[config.mk]
export PLATFORM = sky130hd
export DESIGN_NAME = wb_arbiter_2m
export DESIGN_NICKNAME = d
export VERILOG_FILES = /design/src/rtl/wb_arbiter_2m.sv
export SDC_FILE = /design/constraint.sdc
export NUM_CORES = 1
export LEC_CHECK = 0
export ABC_AREA = 1
export ABC_CLOCK_PERIOD_IN_PS = 1600
export CAP_MARGIN = 0
export CORE_AREA = 2 2 106 108
export DETAILED_ROUTE_END_ITERATION = 10
export DIE_AREA = 0 0 108 110
export GPL_TIMING_DRIVEN = 0
export PLACE_DENSITY = 0.62
export SLEW_MARGIN = 20
export SYNTH_ARGS = -nofsm -noshare
export SYNTH_HDL_FRONTEND = slang
export SYNTH_SLANG_ARGS = --single-unit
[constraint.sdc]
create_clock -name clk -period 1.6 [get_ports clk]
set_clock_uncertainty 0.2 [all_clocks]
set_input_delay 0.16 -clock clk [delete_from_list [all_inputs] [get_ports clk]]
set_output_delay 0.16 -clock clk [all_outputs]
set_load 0.01 [all_outputs]
[src/rtl/wb_arbiter_2m.sv]
// Two-master, one-slave Wishbone arbiter with round-robin grant held for the whole CYC.
// Optional forced termination of hung slave cycles is built when WB_ARB_TIMEOUT_EN is defined.
module wb_arbiter_2m #(
   parameter int ADDR_WIDTH     = 21,
   parameter int DATA_WIDTH     = 32,
   parameter int TIMEOUT_CYCLES = 255
) (
   input  logic                  clk,
   input  logic                  reset_n,
   input  logic                  m0_cyc_i,
   input  logic                  m0_stb_i,
   input  logic                  m0_we_i,
   input  logic [ADDR_WIDTH-1:0] m0_addr_i,
   input  logic [DATA_WIDTH-1:0] m0_dat_i,
   output logic [DATA_WIDTH-1:0] m0_dat_o,
   output logic                  m0_ack_o,
   input  logic                  m1_cyc_i,
   input  logic                  m1_stb_i,
   input  logic                  m1_we_i,
   input  logic [ADDR_WIDTH-1:0] m1_addr_i,
   input  logic [DATA_WIDTH-1:0] m1_dat_i,
   output logic [DATA_WIDTH-1:0] m1_dat_o,
   output logic                  m1_ack_o,
   output logic                  s_cyc_o,
   output logic                  s_stb_o,
   output logic                  s_we_o,
   output logic [ADDR_WIDTH-1:0] s_addr_o,
   output logic [DATA_WIDTH-1:0] s_dat_o,
   input  logic [DATA_WIDTH-1:0] s_dat_i,
   input  logic                  s_ack_i,
   output logic [1:0]            gnt_o,
   output logic                  timeout_o
);

   // State encoding doubles as the one-hot grant vector.
   typedef enum logic [1:0] {
      IDLE = 2'b00,
      GNT0 = 2'b01,
      GNT1 = 2'b10
   } state_t;

   state_t state_q, state_d;
   logic   last_q, last_d;
   logic   to_fire;

`ifdef WB_ARB_TIMEOUT_EN
   localparam logic [15:0]           TO_LIMIT = 16'(TIMEOUT_CYCLES);
   localparam logic [DATA_WIDTH-1:0] TO_DATA  = DATA_WIDTH'(32'hDEAD_BEEF);

   logic [15:0] cnt_q, cnt_d;

   assign to_fire   = (state_q != IDLE) && (cnt_q == TO_LIMIT);
   assign timeout_o = to_fire;

   // Counts stalled strobe cycles; restarts on every grant change and every slave ACK.
   always_comb begin
      cnt_d = cnt_q;
      if (state_q == IDLE || state_d != state_q || s_ack_i) begin
         cnt_d = '0;
      end else if (s_stb_o && cnt_q != TO_LIMIT) begin
         cnt_d = cnt_q + 16'd1;
      end
   end

   always_ff @(posedge clk) begin
      if (!reset_n) begin
         cnt_q <= '0;
      end else begin
         cnt_q <= cnt_d;
      end
   end
`else
   logic unused_timeout_cfg;

   assign unused_timeout_cfg = (TIMEOUT_CYCLES > 0);
   assign to_fire            = 1'b0;
   assign timeout_o          = 1'b0;
`endif

   always_comb begin
      state_d = state_q;
      last_d  = last_q;
      case (state_q)
         IDLE: begin
            if (m0_cyc_i && m1_cyc_i) begin
               state_d = last_q ? GNT0 : GNT1;
            end else if (m0_cyc_i) begin
               state_d = GNT0;
            end else if (m1_cyc_i) begin
               state_d = GNT1;
            end
         end
         GNT0: begin
            if (to_fire) begin
               state_d = IDLE;
               last_d  = 1'b0;
            end else if (!m0_cyc_i) begin
               last_d  = 1'b0;
               state_d = m1_cyc_i ? GNT1 : IDLE;
            end
         end
         GNT1: begin
            if (to_fire) begin
               state_d = IDLE;
               last_d  = 1'b1;
            end else if (!m1_cyc_i) begin
               last_d  = 1'b1;
               state_d = m0_cyc_i ? GNT0 : IDLE;
            end
         end
         default: state_d = IDLE;
      endcase
   end

   always_ff @(posedge clk) begin
      if (!reset_n) begin
         state_q <= IDLE;
         last_q  <= 1'b1;
      end else begin
         state_q <= state_d;
         last_q  <= last_d;
      end
   end

   assign gnt_o = state_q;

   // Unregistered mux: slave latency reaches the masters unchanged.
   always_comb begin
      s_cyc_o  = 1'b0;
      s_stb_o  = 1'b0;
      s_we_o   = 1'b0;
      s_addr_o = '0;
      s_dat_o  = '0;
      m0_ack_o = 1'b0;
      m1_ack_o = 1'b0;
      m0_dat_o = '0;
      m1_dat_o = '0;
      case (state_q)
         GNT0: begin
            s_cyc_o  = m0_cyc_i;
            s_stb_o  = m0_stb_i;
            s_we_o   = m0_we_i;
            s_addr_o = m0_addr_i;
            s_dat_o  = m0_dat_i;
            m0_ack_o = s_ack_i;
            m0_dat_o = s_dat_i;
         end
         GNT1: begin
            s_cyc_o  = m1_cyc_i;
            s_stb_o  = m1_stb_i;
            s_we_o   = m1_we_i;
            s_addr_o = m1_addr_i;
            s_dat_o  = m1_dat_i;
            m1_ack_o = s_ack_i;
            m1_dat_o = s_dat_i;
         end
         default: ;
      endcase
`ifdef WB_ARB_TIMEOUT_EN
      if (to_fire) begin
         s_cyc_o = 1'b0;
         s_stb_o = 1'b0;
         if (state_q == GNT0) begin
            m0_ack_o = 1'b1;
            m0_dat_o = TO_DATA;
         end else begin
            m1_ack_o = 1'b1;
            m1_dat_o = TO_DATA;
         end
      end
`endif
   end

endmodule
Word level (Yosys, flattened, before mapping) --
Index checks and enable logic that the tools add are counted.
Storage, ports and cells: register bits 3, bits in latches 0, memory bits (writable) 0, memory bits (read-only) 0, input port bits 147, output and inout port bits 125, logic and storage cells 33, memories 0
Cells by class: add/subtract/negate cells 0, multiply operators 0, div/mod/pow operators 0, magnitude comparators 0, eq/ne operators 5, shift-type cells 0, mux-type cells 21, bitwise operators 0, reductions and logical operators 5
Operators with widths (number):
- $mux W32 | 2
- $pmux W32 S2 | 1
- $pmux W21 S2 | 1
- $mux W2 | 7
- $pmux W1 S2 | 4
- $pmux W2 S3 | 1
- $reduce_and A3 Y1 | 2
- $mux W1 | 5
- $ne A2 B2 Y1 const B | 2
- $ne A4 B4 Y1 const B | 1
- $eq A2 B1 Y1 const B | 1
- $eq A2 B2 Y1 const B | 1
- $logic_not A2 Y1 | 1
- $reduce_bool A2 Y1 | 1
- $logic_and A1 B1 Y1 | 1

Longest topological paths before layout --
Gate-level depths: netlist of the first run.
word-level depth 4, gate-level depth with buffers 10, mapped depth without buffers 9

Worst setup path after synthesis of the first run --
No wires, ideal clock.
path type reg-to-output, start register state_q[0], in the netlist gnt_o[0], end output s_addr_o[12], data arrival time 1348 ps, data required time 1240 ps, path slack -108 ps, stages on the path, launching flop included 7, path buffers 2, cells stage by stage dfxtp_1 > inv_1 > ha_1 > inv_1 > buf_2 > buf_2 > a21oi_1
On the way: longest elaborated chain between the ends 2, elaborated cells on any way between the ends 3, those cells by class eq/ne (2); mux (1)
Ends and longest elaborated chain:
- start: declaration | line 42 | state_t state_q, state_d;
- start signal: assignment | line 120 | state_q <= state_d;
- $eq A2 B2 Y1 / $eq A2 B1 Y1 (equally long branches) | line 138 | case (state_q)
- $pmux W21 S2 * | line 138
- end: declaration | line 27 | output logic [ADDR_WIDTH-1:0] s_addr_o,
Every way passes the cells marked *; elsewhere a longest branch is shown, timed or not.

Final worst setup path of the first run --
start register state_q[1], in the netlist gnt_o[1], end output s_dat_o[27]
On the way: longest elaborated chain between the ends 2, elaborated cells on any way between the ends 3, those cells by class eq/ne (2); mux (1)
Ends and longest elaborated chain:
- $eq A2 B2 Y1 / $eq A2 B1 Y1 (equally long branches) | line 138
- $pmux W32 S2 * | line 138
- end: declaration | line 28 | output logic [DATA_WIDTH-1:0] s_dat_o,
Marks and branches as above.

==> impl_summary.txt, run 1 <==
----------------------------------------------------
[Outcome]
  Run status ... finished, violations left
  Violated checks ... setup timing

[Worst setup path]
  Number of buffer and inverter instances along the worst setup path ... 5
  Critical path required time ... 1.24 ns
  R2R Path Start ... gnt_o[0]
  Startpoint type of the worst setup path ... flip-flop
  Worst stage delay on the critical path ... 0.35 ns
  Arrival time at the worst endpoint ... 1.52 ns
  Type of element capturing the critical path ... output port
  Number of cells on the worst reg-to-reg path ... 12
  Max FO, Critical Path ... 8
  Worst Path Class, Setup ... reg -> out
  Internal reg-to-reg setup slack ... -0.16 ns
  Slowest stage cell on the critical path ... sky130_fd_sc_hd__dfxtp_4
  Terminus of the critical flop-to-flop path ... gnt_o[0]
  Cell Chain, Critical Path ... inv_4, ha_4, buf_12, buf_8, buf_8, nand2_4, a21oi_4, buf_6
  Most numerous cell on the critical path ... sky130_fd_sc_hd__buf_8
  Top cell family by delay on the critical path ... buffers and inverters

[Synthesis]
  Synthesis warning total ... 0
  Mapped cell area ... 1620 um^2
  Sequential share of the synthesized area ... 0.0371
  Synth Net Count ... 517
  Yosys cell types ... 18
  Flip-flop and latch count after synthesis ... 3
  Syn avg cell area ... 4.44 um^2
  Number of standard cells after synthesis ... 365

[Cells and area]
  Cell area after layout ... 5500 um^2
  Area growth from synthesis to layout ... 239%
  Ant diodes ... 0
  Final cell utilization of the core ... 0.514
  Top library cells by usage in the layout, fill and taps aside ... sky130_fd_sc_hd__clkdlybuf4s50_1, sky130_fd_sc_hd__nand2_1, sky130_fd_sc_hd__buf_2, sky130_fd_sc_hd__inv_1, sky130_fd_sc_hd__a21oi_2
  Filler cell count ... 1052
  Most common cell after layout, fill and taps aside ... sky130_fd_sc_hd__clkdlybuf4s50_1
  Fraction of final layout cells sized beyond drive strength 1 ... 0.467
  Number of nets in the layout ... 828

[Min path]
  WHS Endpoint ... last_q
  Cell depth of the worst hold path ... 2
  Hold WC Path Type ... in -> reg
  Hold path startpoint ... reset_n

[Placed design]
  Post-DP HPWL ... 8480 um
  Number of input and output port buffers inserted ... 270
  Global placement routability congestion ... 0.912
  Placed inst area ... 4660 um^2

[Timing]
  Maximum operating frequency ... 531 MHz
  Number of pins with negative max-slew slack in the final report ... 0
  Number of hold-slack violations in the final timing report ... 0
  Final worst slack ... -0.283 ns
  Setup-failing EPs final ... 124
  Final period util ... 1.18
  Setup repair after global routing missed its margin ... true
  Min cycle time layout ... 1.88 ns

[Drt]
  Drt wl/cell ... 14.3 um
  Starting DRC count in detailed routing ... 145
  Count of vias placed by the detailed router ... 3437
  Antenna-violating nets left ... 0
  Number of vias per cell ... 4.22
  Number of detailed-route iterations in the first pass ... 4
  Overall routed net length ... 11700 um
  Drt drc ... 0

[Floorplanning]
  Core area ... 10700 um^2
  Top-level port count ... 272
  Starting density of the core ... 0.151
  X dimension of the die ... 108 um
  DIE AREA ... 11900 um^2
  Count of standard-cell rows ... 38
  DIE HEIGHT ... 110 um

[Power and ir drop]
  Peak supply drop ... 0.000433 V
  Total power density per cell area ... 858 nW/um^2
  Overall power after layout ... 4710 uW
  Leakage power of the design ... 0.00292 uW

[GRT]
  Initial antenna violation count ... 0
  Congestion Overflow GR ... 0
  Via count of the first global-routing pass ... 3158
  Largest net degree at the start of global routing ... 11
  First-pass GRT wire length ... 15900 um
  All-Layer GR Usage ... 0.169

[Clock tree]
  CTS sink cnt ... 3
  Num CTS Buffers ... 3
  Level count of the clock H-tree ... 1
  Root buffer selected by CTS ... sky130_fd_sc_hd__clkbuf_8
  Worst skew pair latency ... 0.22 ns
  Clock transition time at the flip-flop clock pins of the worst setup and hold paths ... 0.03 ns
  Worst-case clock buffer depth ... 2
  TritonCTS clock tree ... built

[Job]
  Reported max-cap violation count ... 0

----------------------------------------------------
## per-stage QoR
| stage | setup TNS (ns) | instances | hold WS, ns | setup slack [ns] |
|---|---|---|---|---|
| 4_1_cts | -23.64 | 801 | 0.298 | -0.273 |
| 3_3_place_gp | -57.23 | 775 | 0.285 | -0.636 |
| 6_report | -24.39 | 815 | 0.291 | -0.283 |
| 5_1_grt | -31.83 | 815 | 0.291 | -0.342 |
| 3_5_place_dp | -60.14 | 775 | 0.293 | -0.645 |
| 2_1_floorplan | 0 | 365 | 0.0362 | 0.00538 |
## how the worst max path moves through the flow
stage                     startpoint      endpoint  slack, ns  cells past startpoint
final                       gnt_o[1]   s_dat_o[27]      -0.28                      8
after global placement      gnt_o[0]   s_dat_o[27]      -0.64                      7
after global routing        gnt_o[1]   s_dat_o[17]      -0.34                      7
after CTS                   gnt_o[1]   s_dat_o[14]      -0.27                      8
after detailed placement    gnt_o[0]  s_addr_o[11]      -0.64                      7
after floorplan             gnt_o[0]  s_addr_o[12]      0.005                      6
## routing by layer
metal | up-vias | share of wire | GRT usage | wire (um)
met1 | 1527 | 0.34 | 0.167 | 4000
li1 | 1695 | - | - | -
met3 | 28 | 0.099 | 0.0453 | 1160
met2 | 187 | 0.52 | 0.332 | 6120
met5 | - | 0 | 0 | 0
met4 | 0 | 0.034 | 0.0678 | 393
## synthesized netlist by cell type
cell / number / area [um^2]
sky130_fd_sc_hd__nor2_1: 1 / 3.75
sky130_fd_sc_hd__a21oi_1: 58 / 290
sky130_fd_sc_hd__nand2_4: 1 / 11.3
sky130_fd_sc_hd__conb_1: 1 / 3.75
sky130_fd_sc_hd__nand3_1: 1 / 5.00
sky130_fd_sc_hd__o21ai_0: 2 / 10.0
sky130_fd_sc_hd__clkbuf_1: 1 / 3.75
sky130_fd_sc_hd__nor2_4: 1 / 11.3
sky130_fd_sc_hd__inv_2: 1 / 3.75
sky130_fd_sc_hd__nand2_2: 1 / 6.26
sky130_fd_sc_hd__nand2_1: 190 / 713
sky130_fd_sc_hd__inv_1: 72 / 270
sky130_fd_sc_hd__buf_6: 2 / 22.5
sky130_fd_sc_hd__nand3b_2: 1 / 11.3
sky130_fd_sc_hd__dfxtp_1: 3 / 60.1
sky130_fd_sc_hd__buf_4: 4 / 30.0
sky130_fd_sc_hd__ha_1: 5 / 62.6
sky130_fd_sc_hd__buf_2: 20 / 100
## power breakdown
| part | internal (uW) | switching, uW | total, uW | leakage [uW] |
|---|---|---|---|---|
| combinational | 2380 | 1980 | 4370 | 0.00287 |
| clock | 170 | 53.9 | 224 | 0.0000228 |
| sequential | 98.7 | 23.7 | 122 | 0.0000260 |
| total | 2650 | 2060 | 4710 | 0.00292 |
## area by class of cell
cell class	instances	area, um^2	share of cell area
Multi-Input combinational cell	262	1600	0.292
Clock buffer	4	45.0	0.00820
Tap cell	140	175	0.0319
Timing Repair Buffer	306	2910	0.529
Sequential cell	3	67.6	0.0123
Inverter	73	287	0.0521
Buffer	27	410	0.0747
## kinds of logic (layout without fill, tap and decap cells)
family | count (synthesis) | after routing | synth area share
other cells | 1 | 1 | 0.00232
flops | 3 | 3 | 0.0371
buf+inv | 100 | 410 | 0.266
simple gates | 196 | 196 | 0.471
fa+ha+maj | 5 | 5 | 0.0386
compound gates | 60 | 60 | 0.185
## flip-flops by register name, indices dropped and copies added (netlist names)
register / count
gnt_o: 2
last_q: 1
## what timing repair did
action | 4_1_cts | 5_1_grt
gates cloned | 12 | 10
resized for setup | 596 | 116
hold buffers | 0 | 0
pin swaps | 6 | 19
setup endpoints to repair | 124 | 126
setup buffers | 10 | 4
(Power assumes the default switching activity.)
==> inputs of run 2 (changes only) <==
Settings changed: CTS_BUF_LIST from default to sky130_fd_sc_hd__clkbuf_4 sky130_fd_sc_hd__clkbuf_8.
==> impl_summary.txt, run 2 (synthesis gave the netlist of run 1 again) <==
----------------------------------------------------
[Power and ir drop]
  Leakage power of the design ... 0.00292 uW (about the same)
  Total power density per cell area ... 860 nW/um^2 (was 858 nW/um^2)
  Peak supply drop ... 0.000433 V (about the same)
  Overall power after layout ... 4730 uW (was 4710 uW)

[Worst setup path]
  Terminus of the critical flop-to-flop path ... gnt_o[0] (unchanged)
  Capture point of the critical path ... s_dat_o[27] (unchanged)
  Internal reg-to-reg setup slack ... -0.16 ns (about the same)
  Type of element capturing the critical path ... output port (unchanged)
  Critical path required time ... 1.24 ns (about the same)
  Critical path launch point ... gnt_o[1] (unchanged)
  Max FO, Critical Path ... 8 (unchanged)
  Number of cells on the worst reg-to-reg path ... 12 (unchanged)
  R2R Path Start ... gnt_o[0] (unchanged)
  Worst Path Class, Setup ... reg -> out (unchanged)
  Arrival time at the worst endpoint ... 1.52 ns (about the same)
  Startpoint type of the worst setup path ... flip-flop (unchanged)

[Clock tree]
  Clock transition time at the flip-flop clock pins of the worst setup and hold paths ... 0.03 ns (about the same)
  CTS sink cnt ... 3 (unchanged)
  Num CTS Buffers ... 3 (unchanged)
  Worst-case clock buffer depth ... 2 (unchanged)
  Post-CTS Hold Fix Bufs ... 0 (unchanged)
  Level count of the clock H-tree ... 1 (unchanged)
  TritonCTS clock tree ... built (unchanged)
  Root buffer selected by CTS ... sky130_fd_sc_hd__clkbuf_8 (unchanged)
  Worst skew pair latency ... 0.22 ns (about the same)

[Placed design]
  Number of input and output port buffers inserted ... 270 (unchanged)
  Cell count after placement ... 775 (unchanged)
  Global placement routability congestion ... 0.912 (unchanged)
  Post-DP HPWL ... 8480 um (unchanged)

[Timing]
  Maximum operating frequency ... 531 MHz (unchanged)
  Setup-failing EPs final ... 124 (unchanged)
  Final worst slack ... -0.283 ns (unchanged)
  Min cycle time layout ... 1.88 ns (unchanged)
  Number of pins with negative max-slew slack in the final report ... 0 (unchanged)
  Number of hold-slack violations in the final timing report ... 0 (unchanged)
  Final period util ... 1.18 (unchanged)
  Setup repair after global routing missed its margin ... true (unchanged)

[Drt]
  Drt drc ... 0 (unchanged)
  Overall routed net length ... 11700 um (about the same)
  Number of detailed-route iterations in the first pass ... 4 (unchanged)
  Count of vias placed by the detailed router ... 3439 (was 3437)
  Antenna-violating nets left ... 0 (unchanged)
  Starting DRC count in detailed routing ... 142 (was 145)
  Drt wl/cell ... 14.3 um (about the same)
  Number of vias per cell ... 4.22 (about the same)

[GRT]
  Initial antenna violation count ... 0 (unchanged)
  Largest net degree at the start of global routing ... 11 (unchanged)
  Congestion Overflow GR ... 0 (unchanged)
  Via count of the first global-routing pass ... 3158 (unchanged)
  All-Layer GR Usage ... 0.169 (unchanged)
  First-pass GRT wire length ... 15900 um (unchanged)

[Cells and area]
  Final cell count without fillers ... 815 (unchanged)
  Area growth from synthesis to layout ... 240% (was 239%)
  Final cell utilization of the core ... 0.514 (about the same)
  Number of flip-flops under the largest register name ... 2 (unchanged)
  Most common cell after layout, fill and taps aside ... sky130_fd_sc_hd__clkdlybuf4s50_1 (unchanged)
  Number of nets in the layout ... 828 (unchanged)
  Ant diodes ... 0 (unchanged)
  Top library cells by usage in the layout, fill and taps aside ... sky130_fd_sc_hd__clkdlybuf4s50_1, sky130_fd_sc_hd__nand2_1, sky130_fd_sc_hd__buf_2, sky130_fd_sc_hd__inv_1, sky130_fd_sc_hd__a21oi_2 (unchanged)
  Fraction of final layout cells sized beyond drive strength 1 ... 0.468 (was 0.467)
  Filler cell count ... 1052 (unchanged)

[Outcome]
  Violated checks ... setup timing (unchanged)
  Run status ... finished, violations left (unchanged)

[Floorplanning]
  Count of standard-cell rows ... 38 (unchanged)
  DIE AREA ... 11900 um^2 (unchanged)
  DIE HEIGHT ... 110 um (unchanged)
  Starting density of the core ... 0.151 (unchanged)
  Core area ... 10700 um^2 (unchanged)
  X dimension of the die ... 108 um (unchanged)
  Top-level port count ... 272 (unchanged)

[Job]
  Reported max-cap violation count ... 0 (unchanged)

[Min path]
  Hold WC Path Type ... in -> reg (unchanged)

----------------------------------------------------
[run 2: metal layers]
layer,vias up,wire length (um),GRT usage
li1,1695,-,-
met1,1529,4000,0.167
met2,187,6120,0.332
met3,28,1160,0.0453
met4,0,393,0.0678
met5,-,0,0
[run 2: power breakdown]
group	leakage (uW)	switching, uW	internal, uW
Combinational	0.00287	1980	2380
Clock	0.0000262	54.2	187
Sequential	0.0000260	23.7	98.7
Total	0.00292	2060	2670
[run 2: worst min path at each step]
stage	from	end	slack, ns	depth (start not counted)
CTS	reset_n	last_q	0.30	2
global placement	gnt_o[0]	gnt_o[0]	0.28	2
detailed placement	gnt_o[0]	gnt_o[0]	0.29	2
global route	reset_n	last_q	0.29	2
finish	reset_n	last_q	0.29	2
floorplan	reset_n	last_q	0.04	1
[run 2: cell type report]
class                           count  area [um^2]  share of cell area
Timing Repair Buffer              306         2910               0.529
Multi-Input combinational cell    262         1600               0.292
Buffer                             27          410              0.0746
Inverter                           73          287              0.0521
Tap cell                          140          175              0.0319
Sequential cell                     3         67.6              0.0123
Clock buffer                        4         48.8             0.00887
[run 2: worst max-delay path, cell delays in order (launching register included)]
cell	delay (ns)
sky130_fd_sc_hd__dfxtp_4	0.35
sky130_fd_sc_hd__inv_4	0.08
sky130_fd_sc_hd__ha_4	0.14
sky130_fd_sc_hd__buf_12	0.14
sky130_fd_sc_hd__buf_8	0.13
sky130_fd_sc_hd__buf_8	0.12
sky130_fd_sc_hd__nand2_4	0.05
sky130_fd_sc_hd__a21oi_4	0.16
sky130_fd_sc_hd__buf_6	0.12
[run 2: what timing repair did]
item / in CTS / in global routing
resized for setup: 596 / 116
endpoints found under the hold margin: 0 / 0
setup endpoints to repair: 124 / 126
pin swaps: 6 / 19
buffers inserted: 10 / 4
gates cloned: 12 / 10
[run 2: per-stage QoR]
step	setup slack, ns	instance area (um^2)	hold WS (ns)	TNS, ns
floorplan	0.00538	1780	0.0362	0
global placement	-0.636	4660	0.285	-57.23
detailed placement	-0.645	4660	0.293	-60.14
CTS	-0.273	4800	0.298	-23.65
global route	-0.342	5500	0.291	-31.84
finish	-0.283	5500	0.291	-24.42
==> inputs of run 3 (changes only) <==
Settings changed: PLACE_DENSITY 0.62 to 0.63.
==> impl_summary.txt, run 3 (synthesis gave the netlist of run 1 again) <==
----------------------------------------------------
[Outcome]
  Violated checks ... setup timing (unchanged)
  Run status ... finished, violations left (unchanged)

[Floorplanning]
  DIE AREA ... 11900 um^2 (unchanged)
  Starting density of the core ... 0.151 (unchanged)
  Core area ... 10700 um^2 (unchanged)
  DIE HEIGHT ... 110 um (unchanged)
  Top-level port count ... 272 (unchanged)
  Count of standard-cell rows ... 38 (unchanged)
  X dimension of the die ... 108 um (unchanged)

[Cells and area]
  Ant diodes ... 0 (unchanged)
  Most common cell after layout, fill and taps aside ... sky130_fd_sc_hd__clkdlybuf4s50_1 (unchanged)
  Number of nets in the layout ... 833 (was 828)
  Top library cells by usage in the layout, fill and taps aside ... sky130_fd_sc_hd__clkdlybuf4s50_1, sky130_fd_sc_hd__nand2_1, sky130_fd_sc_hd__buf_2, sky130_fd_sc_hd__a21oi_2 (was sky130_fd_sc_hd__clkdlybuf4s50_1, sky130_fd_sc_hd__nand2_1, sky130_fd_sc_hd__buf_2, sky130_fd_sc_hd__inv_1, sky130_fd_sc_hd__a21oi_2)
  Filler cell count ... 1037 (was 1052)
  Fraction of final layout cells sized beyond drive strength 1 ... 0.534 (was 0.468)
  Number of flip-flops under the largest register name ... 2 (unchanged)
  Cell area after layout ... 5560 um^2 (was 5500 um^2)
  Area growth from synthesis to layout ... 243% (was 240%)

[Worst setup path]
  Terminus of the critical flop-to-flop path ... gnt_o[0] (unchanged)
  Slowest stage cell on the critical path ... sky130_fd_sc_hd__dfxtp_4 (unchanged)
  Max FO, Critical Path ... 7 (was 8)
  Internal reg-to-reg setup slack ... -0.17 ns (was -0.16 ns)
  Number of cells on the worst reg-to-reg path ... 12 (unchanged)
  Cell Chain, Critical Path ... inv_4, ha_4, buf_12, buf_8, buf_6, nand2_4, a21oi_4, buf_2 (was inv_4, ha_4, buf_12, buf_8, buf_8, nand2_4, a21oi_4, buf_6)
  Worst Path Class, Setup ... reg -> out (unchanged)
  R2R Path Start ... gnt_o[0] (unchanged)
  Arrival time at the worst endpoint ... 1.54 ns (was 1.52 ns)
  Startpoint type of the worst setup path ... flip-flop (unchanged)
  Type of element capturing the critical path ... output port (unchanged)
  Worst stage delay on the critical path ... 0.36 ns (was 0.35 ns)
  Critical path required time ... 1.24 ns (about the same)

[Timing]
  Number of hold-slack violations in the final timing report ... 0 (unchanged)
  Final period util ... 1.19 (was 1.18)
  Final worst slack ... -0.300 ns (was -0.283 ns)
  Min cycle time layout ... 1.90 ns (was 1.88 ns)
  Setup-failing EPs final ... 124 (unchanged)
  Maximum operating frequency ... 526 MHz (was 531 MHz)
  Setup repair after global routing missed its margin ... true (unchanged)
  Number of pins with negative max-slew slack in the final report ... 0 (unchanged)
  Final hold slack ... 0.296 ns (was 0.291 ns)

[Drt]
  Drt drc ... 0 (unchanged)
  Number of detailed-route iterations in the first pass ... 4 (unchanged)
  Drt wl/cell ... 14.2 um (was 14.3 um)
  Count of vias placed by the detailed router ... 3433 (was 3439)
  Starting DRC count in detailed routing ... 89 (was 142)
  Number of vias per cell ... 4.19 (was 4.22)
  Antenna-violating nets left ... 0 (unchanged)
  Overall routed net length ... 11700 um (about the same)

[Job]
  Reported max-cap violation count ... 0 (unchanged)

[Clock tree]
  Num CTS Buffers ... 3 (unchanged)
  CTS sink cnt ... 3 (unchanged)
  Clock transition time at the flip-flop clock pins of the worst setup and hold paths ... 0.03 ns (about the same)
  Worst skew pair latency ... 0.22 ns (about the same)
  Worst-case clock buffer depth ... 2 (unchanged)
  Root buffer selected by CTS ... sky130_fd_sc_hd__clkbuf_8 (unchanged)
  Level count of the clock H-tree ... 1 (unchanged)
  TritonCTS clock tree ... built (unchanged)

[Placed design]
  Global placement routability congestion ... 0.913 (was 0.912)
  Post-DP HPWL ... 8550 um (was 8480 um)
  Placed inst area ... 4660 um^2 (unchanged)
  Number of input and output port buffers inserted ... 270 (unchanged)
  Dpl ws ... -0.672 ns (was -0.645 ns)

[Power and ir drop]
  Total power density per cell area ... 858 nW/um^2 (was 860 nW/um^2)
  Leakage power of the design ... 0.00303 uW (was 0.00292 uW)
  Peak supply drop ... 0.000431 V (was 0.000433 V)

[GRT]
  Initial antenna violation count ... 0 (unchanged)
  First-pass GRT wire length ... 16700 um (was 15900 um)
  Via count of the first global-routing pass ... 3458 (was 3158)
  Congestion Overflow GR ... 0 (unchanged)
  All-Layer GR Usage ... 0.176 (was 0.169)
  Largest net degree at the start of global routing ... 11 (unchanged)

[Min path]
  Hold WC Path Type ... in -> reg (unchanged)
  WHS Endpoint ... last_q (unchanged)
  Hold path startpoint ... reset_n (unchanged)
  Cell depth of the worst hold path ... 2 (unchanged)

----------------------------------------------------
## run 3: where the power goes
part | switching [uW] | leakage (uW) | internal (uW)
combinational | 2050 | 0.00298 | 2350
sequential | 28.6 | 0.0000260 | 98.8
clock | 55.1 | 0.0000262 | 187
## run 3: cell type report
cell class              instances  area (um^2)  share of cell area
clock buffers                   4         48.8             0.00878
multi-input cells             262         1740               0.313
plain buffers                  26          384              0.0691
repair buffers                312         2860               0.514
well taps                     140          175              0.0315
flip-flops and latches          3         67.6              0.0122
inverters                      73          287              0.0516
## run 3: stage by stage
step / util / TNS (ns) / std cells / total power [uW]
6_report: 0.520 / -27.13 / 820 / 4770
5_1_grt: 0.520 / -33.51 / 820 / 5070
4_1_cts: 0.475 / -24.02 / 815 / 4230
3_5_place_dp: 0.436 / -60.99 / 775 / 2920
3_3_place_gp: 0.436 / -58.66 / 775 / 2900
2_1_floorplan: - / 0 / 365 / 1480
## run 3: what timing repair did
action / in CTS / in global routing
cloned: 16 / 4
endpoints found under the setup margin: 122 / 126
hold endpoints to repair: 0 / 0
pin swaps: 15 / 30
gates resized for setup: 680 / 107
hold buffers: 0 / 0
buffers inserted: 20 / 3
## run 3: critical path, delay by kind of cell, from the launching register on
| family | cells | cell delay, ns |
|---|---|---|
| AOI/OAI and AO/OA | 1 | 0.15 |
| and+or+nand+nor | 1 | 0.05 |
| adders and majority gates | 1 | 0.14 |
| buffers and inverters | 5 | 0.61 |
| DFF | 1 | 0.36 |
## run 3: routing by layer
layer  global-route usage  routed length [um]  up-vias
li1                     -                   -     1698
met1                0.169                3990     1538
met2                0.372                6380      175
met3               0.0364                1010       22
met4               0.0513                 301        0
met5                    0                   0        -
## run 3: how the worst max path moves through the flow
stage / from / end / slack, ns
floorplan: gnt_o[0] / s_addr_o[12] / 0.005
global placement: gnt_o[0] / s_dat_o[22] / -0.67
detailed placement: gnt_o[0] / s_dat_o[22] / -0.67
CTS: gnt_o[0] / s_dat_o[2] / -0.30
global route: gnt_o[1] / s_we_o / -0.35
finish: gnt_o[1] / s_dat_o[2] / -0.30
